==> config.mk <==
export PLATFORM = sky130hd
export DESIGN_NAME = pipe_out_arbiter_flat
export DESIGN_NICKNAME = d
export VERILOG_FILES = /design/src/rtl/pipe_out_arbiter_if.sv /design/src/rtl/pipe_out_arbiter.sv /design/src/flat_wrapper.sv
export SDC_FILE = /design/constraint.sdc
export NUM_CORES = 1
export LEC_CHECK = 0
export CAP_MARGIN = 0
export CORE_UTILIZATION = 35
export DETAILED_ROUTE_END_ITERATION = 16
export GPL_TIMING_DRIVEN = 0
export PLACE_DENSITY_LB_ADDON = 0.3
export SLEW_MARGIN = 20
export SYNTH_ARGS = -nofsm -noshare
export SYNTH_HDL_FRONTEND = slang
export SYNTH_SLANG_ARGS = --single-unit
==> constraint.sdc <==
create_clock -name CLK -period 14.9 [get_ports CLK]
set_input_delay 2.235 -clock CLK [delete_from_list [all_inputs] [get_ports CLK]]
set_output_delay 2.235 -clock CLK [all_outputs]
set_load 0.005 [all_outputs]
==> src/rtl/pipe_out_arbiter_if.sv <==
// rtl/pipe_out_arbiter_if.sv - per-requester enq inputs plus the shared tagged outbound pipe
interface pipe_out_arbiter_if #(
  parameter int NREQ       = 4,
  parameter int DATA_WIDTH = 64,
  parameter int TAG_WIDTH  = 16
);
  logic [NREQ-1:0]                 in_enq__ENA;
  logic [NREQ-1:0]                 in_enq__RDY;
  logic [NREQ*DATA_WIDTH-1:0]      in_enq_v;
  logic                            out_enq__ENA;
  logic                            out_enq__RDY;
  logic [TAG_WIDTH+DATA_WIDTH-1:0] out_enq_v;
  logic [31:0]                     sent_count;

  modport master (
    input  in_enq__ENA, in_enq_v, out_enq__RDY,
    output in_enq__RDY, out_enq__ENA, out_enq_v, sent_count
  );

  modport slave (
    output in_enq__ENA, in_enq_v, out_enq__RDY,
    input  in_enq__RDY, out_enq__ENA, out_enq_v, sent_count
  );
endinterface

==> src/rtl/pipe_out_arbiter.sv <==
// rtl/pipe_out_arbiter.sv - round-robin arbiter of one-entry requester slots onto a tagged enq pipe
module pipe_out_arbiter #(
  parameter int NREQ       = 4,
  parameter int DATA_WIDTH = 64,
  parameter int TAG_WIDTH  = 16,
  parameter int TAG_BASE   = 1
) (
  input  logic                CLK,
  input  logic                nRST,
  pipe_out_arbiter_if.master  bus
);
  localparam int PW = (NREQ > 1) ? $clog2(NREQ) : 1;
  typedef logic [PW-1:0] idx_t;

  logic [NREQ-1:0]       slot_valid_q, slot_valid_d;
  logic [DATA_WIDTH-1:0] slot_data_q [NREQ];
  logic [DATA_WIDTH-1:0] slot_data_d [NREQ];
  logic [NREQ-1:0]       capture;

  logic                  out_valid_q, out_valid_d;
  logic [TAG_WIDTH-1:0]  out_tag_q, out_tag_d;
  logic [DATA_WIDTH-1:0] out_data_q, out_data_d;
  idx_t                  last_grant_q, last_grant_d;
  logic [31:0]           sent_count_q, sent_count_d;

  logic                  fire;
  logic                  grant_ok;
  logic                  grant;
  logic                  found;
  idx_t                  winner;
  idx_t                  cand;

  // Fire is suppressed during reset so nothing leaks downstream while state is being cleared.
  assign fire     = out_valid_q && bus.out_enq__RDY && nRST;
  assign grant_ok = !out_valid_q || fire;
  assign grant    = grant_ok && found;

  // Walk the slots starting just after the previous winner; the first valid one wins.
  always_comb begin
    winner = last_grant_q;
    found  = 1'b0;
    cand   = last_grant_q;
    for (int k = 0; k < NREQ; k++) begin
      cand = (cand == idx_t'(NREQ - 1)) ? '0 : cand + 1'b1;
      if (!found && slot_valid_q[cand]) begin
        winner = cand;
        found  = 1'b1;
      end
    end
  end

  // A slot only accepts while empty; writes to a full slot are dropped.
  always_comb begin
    slot_valid_d = slot_valid_q;
    for (int i = 0; i < NREQ; i++) begin
      capture[i]     = bus.in_enq__ENA[i] && !slot_valid_q[i] && nRST;
      slot_data_d[i] = capture[i] ? bus.in_enq_v[i*DATA_WIDTH +: DATA_WIDTH] : slot_data_q[i];
      if (grant && (winner == idx_t'(i))) begin
        slot_valid_d[i] = 1'b0;
      end else if (capture[i]) begin
        slot_valid_d[i] = 1'b1;
      end
    end
  end

  always_comb begin
    out_valid_d  = out_valid_q;
    out_tag_d    = out_tag_q;
    out_data_d   = out_data_q;
    last_grant_d = last_grant_q;
    sent_count_d = sent_count_q;
    if (fire) begin
      out_valid_d  = 1'b0;
      sent_count_d = sent_count_q + 32'd1;
    end
    if (grant) begin
      out_valid_d  = 1'b1;
      out_tag_d    = TAG_WIDTH'(TAG_BASE + int'(winner));
      out_data_d   = slot_data_q[winner];
      last_grant_d = winner;
    end
  end

  always_ff @(posedge CLK) begin
    if (!nRST) begin
      slot_valid_q <= '0;
      out_valid_q  <= 1'b0;
      last_grant_q <= idx_t'(NREQ - 1);
      sent_count_q <= '0;
    end else begin
      slot_valid_q <= slot_valid_d;
      out_valid_q  <= out_valid_d;
      last_grant_q <= last_grant_d;
      sent_count_q <= sent_count_d;
    end
  end

  // Payload registers carry no reset; they are only meaningful alongside their valid bits.
  always_ff @(posedge CLK) begin
    for (int i = 0; i < NREQ; i++) begin
      slot_data_q[i] <= slot_data_d[i];
    end
    out_tag_q  <= out_tag_d;
    out_data_q <= out_data_d;
  end

  assign bus.in_enq__RDY  = ~slot_valid_q;
  assign bus.out_enq__ENA = fire;
  assign bus.out_enq_v    = {out_tag_q, out_data_q};
  assign bus.sent_count   = sent_count_q;
endmodule

==> src/flat_wrapper.sv <==
// flat-port wrapper written by rule: the top's interface ports become plain ports
module pipe_out_arbiter_flat 
#(
  parameter int NREQ       = 4,
  parameter int DATA_WIDTH = 64,
  parameter int TAG_WIDTH  = 16,
  parameter int TAG_BASE   = 1
)
  (CLK, nRST, bus_in_enq__ENA, bus_in_enq_v, bus_out_enq__RDY, bus_in_enq__RDY, bus_out_enq__ENA, bus_out_enq_v, bus_sent_count);
  pipe_out_arbiter_if #(.NREQ(NREQ), .DATA_WIDTH(DATA_WIDTH), .TAG_WIDTH(TAG_WIDTH)) bus_i ();
  input  logic CLK;
  input  logic nRST;
  input wire logic [$bits(bus_i.in_enq__ENA)-1:0] bus_in_enq__ENA;
  input wire logic [$bits(bus_i.in_enq_v)-1:0] bus_in_enq_v;
  input wire logic [$bits(bus_i.out_enq__RDY)-1:0] bus_out_enq__RDY;
  output wire logic [$bits(bus_i.in_enq__RDY)-1:0] bus_in_enq__RDY;
  output wire logic [$bits(bus_i.out_enq__ENA)-1:0] bus_out_enq__ENA;
  output wire logic [$bits(bus_i.out_enq_v)-1:0] bus_out_enq_v;
  output wire logic [$bits(bus_i.sent_count)-1:0] bus_sent_count;
  assign bus_i.in_enq__ENA = bus_in_enq__ENA;
  assign bus_i.in_enq_v = bus_in_enq_v;
  assign bus_i.out_enq__RDY = bus_out_enq__RDY;
  assign bus_in_enq__RDY = bus_i.in_enq__RDY;
  assign bus_out_enq__ENA = bus_i.out_enq__ENA;
  assign bus_out_enq_v = bus_i.out_enq_v;
  assign bus_sent_count = bus_i.sent_count;
  pipe_out_arbiter #(.NREQ(NREQ), .DATA_WIDTH(DATA_WIDTH), .TAG_WIDTH(TAG_WIDTH), .TAG_BASE(TAG_BASE)) u_core (.CLK(CLK), .nRST(nRST), .bus(bus_i));
endmodule
==> key figures <==
Run status
  • Status: completed

Synthesis
  • Async S/R FF share, synth: 0%
  • Most frequent cell after synthesis: edfxtp_1
  • Leading area contributor after synthesis: edfxtp_1
  • Synth cell count leaders: edfxtp_1, mux4_2, dfxtp_1
  • Post-synth EDFFs: 323
  • Syn avg cell area: 20.09 um2
  • Seq/Total Area, Yosys: 77.96%
  • Post-Syn Area: approximately 13000 um2
  • Area share of the largest cell type after synthesis: 72.15%
  • Cells after Synth: 669
  • Top_reg_cell synth: edfxtp_1
  • Synth warnings: 0
  • Yosys cell types: 45
  • Dominant cells by area after synthesis: edfxtp_1, mux4_2, dfxtp_1
  • Yosys reg bits: 362

Floorplan
  • FP Rows: between 70 and 80
  • Width of the die: 198.0 um
  • Die height: 198.0 um
  • I/O pins: 380
  • Core footprint: 37760 um2
  • Initial Util: 35.61%
  • Die ar.: 39200 um2

Setup path
  • Setup crit start kind: input pin
  • Kind of critical path: in2out
  • Worst setup path start: bus_out_enq__RDY
  • CP Data Arrival Time: around 3.7 ns
  • Critical Path RT: 12.66 ns
  • R2R Path Start: u_core.last_grant_q[0]
  • Crit-path max cell delay: 0.63 ns
  • Crit. End Element: output port
  • Crit-path slowest cell: clkdlybuf4s50_1
  • CP Max Fanout: 7
  • Most frequent CP cell: clkdlybuf4s50_1
  • Crit-path cells: clkdlybuf4s50_1 > nand3_1 > inv_1 > clkdlybuf4s50_1

Detailed routing
  • Routed vias/inst: 4.679
  • Final WL: 34490 um
  • Post-route DRC violation count: 0
  • DRT antenna net count: 0
  • WL/cell: 20.99 um
  • DRT iter0 DRCs: around 390
  • Router iterations before antenna repair: 5
  • Via count: 7688

Timing
  • Final Setup Violations: 0
  • Final worst-path cycle share: 39.77%
  • Slew headroom: 51.45%
  • Final Critical Period: 5.925 ns
  • Hold Vio Cnt, Final: 0
  • Pins Over Slew Limit: 0
  • Final TNS setup: 0 ns
  • Unrepaired setup endpoints after global routing: no
  • Hold Slack: 0.4739 ns
  • Measured slew at the worst slew-check pin: 0.7217 ns
  • Setup Skew: 0.01711 ns
  • Fmax: 0.1688 GHz

Global route
  • Number of global-route vias before repair: 8011
  • Grt met3 use: 7.086%
  • Gr ovfl total: 0
  • Tot GR Track Use: between 10% and 20%
  • Gr busiest metal: met2
  • GR Layer Usage met1: roughly 21%
  • Largest net degree at the start of global routing: 40
  • GRT met2 Usage: 29.38%
  • Antenna violations before repair: 4
  • First-pass GRT wire length: about 50000 um

Power and ir drop
  • Total design power: 3.655 mW
  • VDD IR max: 0.00009199 V
  • Leakage: 6.570 nW
  • Pwr Density: about 190 nW/um2

Clock network
  • TritonCTS clock tree: yes
  • H-tree depth: 2
  • Cts bufs inserted: 41
  • Root Buffer: clkbuf_16
  • Clock slew seen by the registers of the worst setup and hold paths: 0.05 ns
  • Clock buffer depth: 3
  • Clk Latency, worst-skew pair: 0.56 ns
  • Cts hold-fix bufs: 0
  • Post-cts sizing count: 0
  • Post-CTS setup buffer count: 0
  • CTS Sinks: 362

Final layout
  • Nets: 1363
  • Area delta synth->final: 43.51%
  • Non-Filler Instances: 1643
  • Share of post-route cells with drive strength above 1: 15.13%
  • Multi-input combinational cell area: around 2700 um2
  • Util after Layout: about half
  • Sequential Area: between 10000 and 15000 um2
  • Fillcell total: 3123

Hold path
  • Worst min path class: reg2reg
  • HP Start: u_core.bus.sent_count[31]

Place
  • Placer congestion estimate: 0.8148
  • Placed Instances: about 1600
  • Post-DP HPWL: 24240 um
  • I/O Buffers: roughly 370

Run
  • Max-cap violations: 0
power breakdown:
part | leakage (nW) | switching [mW] | total [mW] | internal, mW
logic | 2.61 | 0.590 | 1.29 | 0.695
clock network | 0.613 | 0.401 | 0.938 | 0.538
registers | 3.34 | 0.0489 | 1.43 | 1.38
logic make-up after synthesis:
kind of cell    after synthesis  synth area share [%]
compound gates               38                 1.917
mux                          68                 11.02
buf+inv                      52                 2.224
flops                       362                 77.96
other cells                   1               0.02790
xor+xnor                     24                 1.564
fa+ha+maj                     2                0.1861
simple gates                122                 5.101
metal layers:
metal	up-vias	part of all wire, %
met2	328	49
met3	47	10
met1	3784	39
li1	3527	-
met4	2	2.3
met5	-	0.023
sequential cells by signal, indices dropped and copies added, names as in the netlist:
name and flops:
u_core.slot_data_q 256, u_core.out_data_q 64, u_core.out_valid_q 1, u_core.bus.sent_count 32, u_core.last_grant_q 2, u_core.slot_valid_q 4, u_core.out_tag_q 3
placed cells by master, fill, tap and decap left out, types with 3 or more instances in the layout:
cell type        instances
clkinv_2                 7
clkdlybuf4s50_1        366
and2_1                  24
clkbuf_16               41
nand2_1                 22
nand3_1                 15
a21oi_1                  4
and3_4                   4
or3_1                    3
nor3_1                   6
buf_2                   11
mux4_2                  64
conb_1                  13
mux2i_1                  4
o21ai_0                 12
inv_1                   11
buf_6                    4
a31oi_1                  5
nor2_1                   6
a21boi_0                 4
clkbuf_1                19
nand4_1                 12
xor2_1                  12
nor4_1                  10
and3_1                   3
and4_1                   4
buf_16                   7
edfxtp_1               323
buf_4                   16
clkinv_1                 8
nand2b_1                 7
dfxtp_1                 39
xnor2_1                 12
critical path, delay by kind of cell:
kind,cells,cell delay (ns)
buffers and inverters,3,1.25
and+or+nand+nor,1,0.20
worst paths after layout:
path                          endpoint  slack, ns  cells after the start
max                   bus_out_enq__ENA       8.97                      4
min          u_core.bus.sent_count[31]       0.47                      2
max reg2reg      u_core.out_data_q[61]      11.74                     10
min reg2reg  u_core.bus.sent_count[31]       0.47                      2
metrics by stage:
| step | area [um2] | worst slack, ns |
|---|---|---|
| finish | 19290 | 8.975 |
| global route | 19290 | 8.924 |
| CTS | 19290 | 8.984 |
| detailed placement | 18030 | 8.993 |
| global placement | 17790 | 4.473 |
| floorplan | 13490 | 8.403 |
final cells by class:
class / count / share of cell area, %
clock inverter: 22 / 0.8366
buffer: 40 / 1.317
timing repair buffer: 374 / 20.09
clock buffer: 53 / 5.655
sequential: 362 / 54.32
antenna: 2 / 0.02594
multi-input combinational: 267 / 14.20
inverter: 12 / 0.2335
tap: 511 / 3.314
No activity file was read; power rests on OpenSTA's default activity.
